$ cat config.mk
export PLATFORM = sky130hd
export DESIGN_NAME = neopixel_tx
export DESIGN_NICKNAME = d
export VERILOG_FILES = /design/src/rtl/neopixel_pkg.sv /design/src/rtl/counter.sv /design/src/rtl/neopixel_frame_buf.sv /design/src/rtl/neopixel_tx.sv
export SDC_FILE = /design/constraint.sdc
export NUM_CORES = 1
export LEC_CHECK = 0
export BUFFER_PORTS_ARGS = -buffer_cell sky130_fd_sc_hd__buf_4
export CORE_MARGIN = 2
export CORE_UTILIZATION = 29
export DETAILED_ROUTE_END_ITERATION = 6
export GPL_TIMING_DRIVEN = 0
export PLACE_DENSITY = 0.4
export SLEW_MARGIN = 10
export SYNTH_ARGS = -nofsm -noshare
export SYNTH_HDL_FRONTEND = slang
export SYNTH_SLANG_ARGS = --single-unit
$ cat constraint.sdc
create_clock -name clock -period 4.57 [get_ports clock]
set_input_delay 0.2285 -clock clock [delete_from_list [all_inputs] [get_ports clock]]
set_output_delay 0.2285 -clock clock [all_outputs]
set_load 0.005 [all_outputs]
$ cat src/rtl/neopixel_pkg.sv
// Shared definitions for the NeoPixel driver and the pattern controllers that feed it.
package neopixel_pkg;

    // Transmitter states
    typedef enum logic [1:0] {
        IDLE  = 2'd0,
        SEND  = 2'd1,
        LATCH = 2'd2
    } state_t;

    // Colour indices as seen on the write port
    localparam logic [1:0] RED   = 2'd0;
    localparam logic [1:0] GREEN = 2'd1;
    localparam logic [1:0] BLUE  = 2'd2;

    // Default strip size and WS2812 timing at 50 MHz
    localparam int DEF_NUM_PIXELS = 5;
    localparam int DEF_T0H        = 18;
    localparam int DEF_T1H        = 35;
    localparam int DEF_T_BIT      = 63;
    localparam int DEF_T_RESET    = 2600;

    localparam int BITS_PER_PIXEL = 24;

    // The strip expects G, R, B on the wire; map a byte slot (0..2) to a colour index
    function automatic logic [1:0] wire_order_color(input logic [1:0] byte_slot);
        logic [1:0] color;
        case (byte_slot)
            2'd0:    color = GREEN;
            2'd1:    color = RED;
            default: color = BLUE;
        endcase
        return color;
    endfunction

endpackage

$ cat src/rtl/counter.sv
// Generic up-counter with synchronous clear (priority) and count enable.
module counter #(
    parameter int WIDTH = 8
) (
    input  logic             clock,
    input  logic             reset,
    input  logic             clear,
    input  logic             enable,
    output logic [WIDTH-1:0] count
);

    // Clear wins over enable; the owner clears before the counter can overflow
    always_ff @(posedge clock or posedge reset) begin
        if (reset) begin
            count <= '0;
        end else if (clear) begin
            count <= '0;
        end else if (enable) begin
            count <= count + WIDTH'(1);
        end
    end

endmodule

$ cat src/rtl/neopixel_frame_buf.sv
// Frame buffer: NUM_PIXELS x 3 colour bytes, range-checked write port and a
// combinational read port addressed by frame bit number (wire order G,R,B, MSB first).
module neopixel_frame_buf
    import neopixel_pkg::*;
#(
    parameter int NUM_PIXELS = DEF_NUM_PIXELS,
    parameter int BIT_W      = 7
) (
    input  logic             clock,
    input  logic             reset,
    input  logic             wr_en,
    input  logic [2:0]       wr_pixel,
    input  logic [1:0]       wr_color,
    input  logic [7:0]       wr_level,
    input  logic [BIT_W-1:0] rd_bit,
    output logic             rd_data
);

    logic [7:0]            level_reg [NUM_PIXELS][3];
    logic                  wr_ok;
    logic [BIT_W-1:0]      rd_pixel;
    logic [BIT_W-1:0]      rd_pos;
    logic [1:0]            rd_color;
    logic [2:0]            rd_bit_sel;
    logic [NUM_PIXELS-1:0] pix_bit;

    // Out-of-range pixels and colour index 3 are silently dropped
    assign wr_ok = wr_en && ({1'b0, wr_pixel} < 4'(NUM_PIXELS)) && (wr_color != 2'd3);

    // Storage: cleared by reset, one byte updated per accepted write
    always_ff @(posedge clock or posedge reset) begin
        if (reset) begin
            for (int p = 0; p < NUM_PIXELS; p++) begin
                for (int c = 0; c < 3; c++) begin
                    level_reg[p][c] <= '0;
                end
            end
        end else if (wr_ok) begin
            for (int p = 0; p < NUM_PIXELS; p++) begin
                for (int c = 0; c < 3; c++) begin
                    if (wr_pixel == 3'(p) && wr_color == 2'(c)) begin
                        level_reg[p][c] <= wr_level;
                    end
                end
            end
        end
    end

    // Split the frame bit number into pixel, byte slot and bit-within-byte
    assign rd_pixel   = rd_bit / BIT_W'(BITS_PER_PIXEL);
    assign rd_pos     = rd_bit % BIT_W'(BITS_PER_PIXEL);
    assign rd_color   = wire_order_color(rd_pos[4:3]);
    assign rd_bit_sel = ~rd_pos[2:0];

    // Per-pixel candidate bit for the current colour and bit position
    genvar gi;
    generate
        for (gi = 0; gi < NUM_PIXELS; gi++) begin : g_pix
            assign pix_bit[gi] = level_reg[gi][rd_color][rd_bit_sel];
        end
    endgenerate

    // Pick the addressed pixel; bit numbers past the frame read as 0
    always_comb begin
        rd_data = 1'b0;
        for (int p = 0; p < NUM_PIXELS; p++) begin
            if (rd_pixel == BIT_W'(p)) begin
                rd_data = pix_bit[p];
            end
        end
    end

endmodule

$ cat src/rtl/neopixel_tx.sv
// WS2812 transmitter: buffers per-colour writes, serialises the whole frame on
// send_it with WS2812 bit timing, then holds the line low for the latch gap.
module neopixel_tx
    import neopixel_pkg::*;
#(
    parameter int NUM_PIXELS = DEF_NUM_PIXELS,
    parameter int T0H        = DEF_T0H,
    parameter int T1H        = DEF_T1H,
    parameter int T_BIT      = DEF_T_BIT,
    parameter int T_RESET    = DEF_T_RESET
) (
    input  logic       clock,
    input  logic       reset,
    input  logic [2:0] pixel_index,
    input  logic [1:0] color_index,
    input  logic [7:0] color_level,
    input  logic       load_color,
    input  logic       send_it,
    output logic       neo_data,
    output logic       ready_to_load,
    output logic       ready_to_send
);

    localparam int FRAME_BITS = BITS_PER_PIXEL * NUM_PIXELS;
    localparam int TICK_W     = $clog2(T_BIT);
    localparam int BIT_W      = $clog2(FRAME_BITS);
    localparam int LATCH_W    = $clog2(T_RESET + 1);

    state_t               state_reg, state_next;
    logic                 neo_reg, neo_next;
    logic [TICK_W-1:0]    tick_count;
    logic [BIT_W-1:0]     bit_count;
    logic [LATCH_W-1:0]   latch_count;
    logic                 tick_last, bit_last, latch_last;
    logic                 in_idle, in_send, in_latch;
    logic                 cur_bit;
    logic [TICK_W:0]      high_width;
    logic [TICK_W:0]      tick_plus;

    assign in_idle  = (state_reg == IDLE);
    assign in_send  = (state_reg == SEND);
    assign in_latch = (state_reg == LATCH);

    assign tick_last  = (tick_count == TICK_W'(T_BIT - 1));
    assign bit_last   = (bit_count == BIT_W'(FRAME_BITS - 1));
    assign latch_last = (latch_count == LATCH_W'(T_RESET - 1));

    // tick_count is the position within the bit currently on the wire
    counter #(.WIDTH(TICK_W)) u_tick_cnt (
        .clock  (clock),
        .reset  (reset),
        .clear  (!in_send || tick_last),
        .enable (in_send),
        .count  (tick_count)
    );

    // bit_count is the frame bit currently on the wire
    counter #(.WIDTH(BIT_W)) u_bit_cnt (
        .clock  (clock),
        .reset  (reset),
        .clear  (!in_send),
        .enable (in_send && tick_last),
        .count  (bit_count)
    );

    // latch_count is the number of latch cycles already spent
    counter #(.WIDTH(LATCH_W)) u_latch_cnt (
        .clock  (clock),
        .reset  (reset),
        .clear  (!in_latch),
        .enable (in_latch),
        .count  (latch_count)
    );

    // Writes only land while idle, so the frame cannot change mid-transmission
    neopixel_frame_buf #(
        .NUM_PIXELS (NUM_PIXELS),
        .BIT_W      (BIT_W)
    ) u_frame_buf (
        .clock    (clock),
        .reset    (reset),
        .wr_en    (load_color && in_idle),
        .wr_pixel (pixel_index),
        .wr_color (color_index),
        .wr_level (color_level),
        .rd_bit   (bit_count),
        .rd_data  (cur_bit)
    );

    assign high_width = cur_bit ? (TICK_W + 1)'(T1H) : (TICK_W + 1)'(T0H);
    assign tick_plus  = {1'b0, tick_count} + (TICK_W + 1)'(1);

    // State and serial line registers; neo_data comes straight from a flop
    always_ff @(posedge clock or posedge reset) begin
        if (reset) begin
            state_reg <= IDLE;
            neo_reg   <= 1'b0;
        end else begin
            state_reg <= state_next;
            neo_reg   <= neo_next;
        end
    end

    // Next state and next line level; every bit starts high, so a new bit always sets neo_next
    always_comb begin
        state_next = state_reg;
        neo_next   = 1'b0;
        case (state_reg)
            IDLE: begin
                if (send_it) begin
                    state_next = SEND;
                    neo_next   = 1'b1;
                end
            end
            SEND: begin
                if (tick_last) begin
                    if (bit_last) begin
                        state_next = LATCH;
                    end else begin
                        neo_next = 1'b1;
                    end
                end else begin
                    neo_next = (tick_plus < high_width);
                end
            end
            LATCH: begin
                if (latch_last) begin
                    state_next = IDLE;
                end
            end
            default: begin
                state_next = IDLE;
            end
        endcase
    end

    assign neo_data      = neo_reg;
    assign ready_to_load = in_idle;
    assign ready_to_send = in_idle;

endmodule

==> results_dict.tcl <==
set metrics [dict create \
    outcome "complete, no violations" \
    grt_max_degree 90 \
    post-place-cells 1044 \
    final_cells 1077 \
    syn_avg_cell_area_um2 11.67 \
    synth-async-reset-ratio_pct 100.0 \
    ys_seq_area_share_pct 46.40 \
    start_util_pct 29.61 \
    hold_depth 2 \
    final_nets 747 \
    final-setup-viol-count 0 \
    synth_cell_type_count 89 \
    diodes 0 \
    synth_edf_count 0 \
    largest_reg_flops 120 \
    ff2ff_path_depth 16 \
    hold_class "input pin to flip-flop" \
    ctsHtreeMaxLevel 4 \
    drcViolationCount 0 \
    hold_viol 0 \
    grt_pass1_wl_mm 37.21 \
    dr_wl_met2_mm 11.25 \
    critical_path.startpoint "u_bit_cnt.count[0]" \
    ys_warn_count 0 \
    die_h_um 169.9 \
    insertion_delay_ns 0.42 \
    gp_congestion 0.8752 \
    fin_total_pwr_mw 3.226 \
    setup_slack_ns 0.2977 \
    syn-instance-count 684 \
    wl_met3_um 834 \
    skew_ns 0.01247 \
    antenna_found_initial 0 \
    highest_layer "met4" \
    cts_resized 0 \
    rsz0062_at_grt "no" \
    avgRoutedWirePerCell_um 22.09 \
    path_clk_slew_ns 0.07 \
    io_buffers 18 \
    area_delta_synth_final_pct 14.63 \
    core_area_um2 26950 \
    root_buffer "clkbuf_16" \
    dieArea_um2 28860 \
    r2r_setup_slack_ns 0.30 \
    p_per_area_nw_per_um2 352.7 \
    whs_ns 0.09119 \
    relSlewSlack_pct 32.52 \
    place_area_um2 8578 \
    worst_pin_slew_ns 1.012 \
    synth_ff_type "dfrtp_1" \
    cts_hold_buf 1 \
    cts_sinks 148 \
    rows 60 \
    cts_tree "built" \
    dp_hpwl_mm 16.89 \
    ant_nets 0 \
    place_worst_setup_slack_ns 0.1950 \
    drive_gt1_share_pct 31.25 \
    crit_end "neo_data" \
    ios 20 \
    vias_per_cell 5.364 \
    overflow 0 \
    wl_mm 23.79 \
    numCtsBuffers 17 \
    final_max_slew_viol_count 0 \
    worstPathRequired_ns 4.93 \
    timing.rr.start "u_bit_cnt.count[0]" \
    clk_path_buf_depth 2 \
    grt_pass1_vias 5944 \
    arrival_ns 4.63 \
    grt_use_total_pct 17.50 \
    ir_drop_v 0.0002240 \
    end_kind "flip-flop" \
    maxCapViolCount 0 \
    period_needed_ns 4.272 \
    die_x_um 169.9 \
    period_share_pct 93.49 \
    finalInstanceArea_um2 9149 \
    crit_type "flip-flop to flip-flop" \
    synthesis.area_um2 7981 \
    path_max_fanout 10 \
    drt-met1-wl_mm 11.05 \
    vias 5777 \
    startpoint_type "flip-flop" \
    ys_ff_latch 148 \
    leakagePower_nw 4.074 \
    first_pass_iters 5 \
    postCtsSetupBuffers 0 \
    drt-initial-drc-count 324 \
    synth_fp_nets 708 \
    rr_endpoint "neo_data" \
    max_freq_mhz 234.1 \
]
==> final cells by class <==
cell class                      instances  area [µm²]
Clock inverter                         13       117.6
Tap cell                              341       426.7
Fill cell                            2656       17800
Sequential cell                       148        3704
Timing Repair Buffer                   20       172.7
Inverter                               15       63.81
Clock buffer                           19       442.9
Multi-Input combinational cell        474        3996
Buffer                                 47       225.2
==> layer usage <==
| layer | vias to the layer above | track usage (%) |
|---|---|---|
| met1 | 2978 | 24.14 |
| met4 | 0 | 6.689 |
| met5 | - | 0 |
| met3 | 29 | 2.279 |
| met2 | 160 | 28.07 |
| li1 | 2610 | - |
==> synthesized netlist by cell type, types with 5 or more instances <==
master	n	area, µm²
a211oi_1	9	67.56
a21oi_1	17	85.08
a221oi_1	5	43.79
buf_2	12	60.06
clkbuf_1	25	93.84
dfrtp_1	148	3704
ha_1	7	87.58
inv_1	14	52.55
mux2_2	121	1363
mux2i_1	16	160.2
mux4_2	14	315.3
nand2_1	36	135.1
nand2b_1	6	37.54
nand3_1	20	100.1
nand4_1	5	31.28
nor2_1	47	176.4
nor2b_1	9	56.30
nor3_1	16	80.08
o21ai_0	23	115.1
or3_1	5	31.28
xnor2_1	9	78.83
xor2_1	8	70.07
==> worst min-delay path by stage <==
| stage | start | end | slack [ns] |
|---|---|---|---|
| after detailed placement | reset | u_frame_buf.level_reg[73] | 0.29 |
| after global routing | color_level[0] | u_frame_buf.level_reg[72] | 0.09 |
| after floorplan | color_level[0] | u_frame_buf.level_reg[48] | 0.38 |
| after CTS | color_level[4] | u_frame_buf.level_reg[108] | 0.07 |
| final | color_level[0] | u_frame_buf.level_reg[72] | 0.09 |
| after global placement | u_latch_cnt.count[0] | u_latch_cnt.count[0] | 0.45 |
==> metrics by stage <==
stage / util [%] / TNS, ns
3_5_place_dp: 31.83 / 0
2_1_floorplan: - / 0
3_3_place_gp: 31.70 / -194.26
6_report: 33.95 / 0
5_1_grt: 33.95 / 0
4_1_cts: 33.95 / 0
==> where the power goes <==
part / switching (mW) / internal [mW]
Sequential: 0.0323 / 1.35
Combinational: 0.311 / 0.186
Clock: 0.616 / 0.726
Total: 0.960 / 2.27
==> critical path, cell delays in order (launching register included) <==
cell       delay (ns)
dfrtp_1          0.34
buf_2            0.26
buf_1            0.74
buf_2            0.46
mux4_2           0.35
mux2i_1          0.23
nand2_1          0.08
nand2_1          0.07
o41ai_1          0.10
a211oi_2         0.43
nand2_1          0.13
ha_1             0.30
nor2b_1          0.13
o21ai_0          0.14
o2111ai_1        0.12
a31oi_1          0.19
o21a_1           0.13
==> cell usage in the layout (no fill, tap or decap), types with 5 or more instances in the layout <==
cell	instances
xor2_1	8
a221oi_1	5
nor2_1	47
mux4_2	14
mux2_2	121
nand2_1	36
a21oi_1	17
clkbuf_1	26
or3_1	5
a211oi_1	9
inv_1	13
nand3_1	20
ha_1	7
inv_6	5
buf_4	20
xnor2_1	9
nor2b_1	9
nand2b_1	6
nand4_1	5
dfrtp_1	148
buf_2	12
o21ai_0	23
mux2i_1	16
clkbuf_16	17
clkinvlp_4	5
nor3_1	16
==> cell families (layout without fill, tap and decap cells) <==
logic type | after synthesis | in the layout | synth area share (%)
AOI/OAI and AO/OA | 115 | 115 | 11.35
xor gates and xnor gates | 19 | 19 | 2.273
adders and majority gates | 7 | 7 | 1.097
buffers and inverters | 62 | 114 | 3.527
DFF | 148 | 148 | 46.40
muxes | 152 | 152 | 23.22
and+or+nand+nor | 181 | 181 | 12.13
Power figures use the tool's default switching activity.
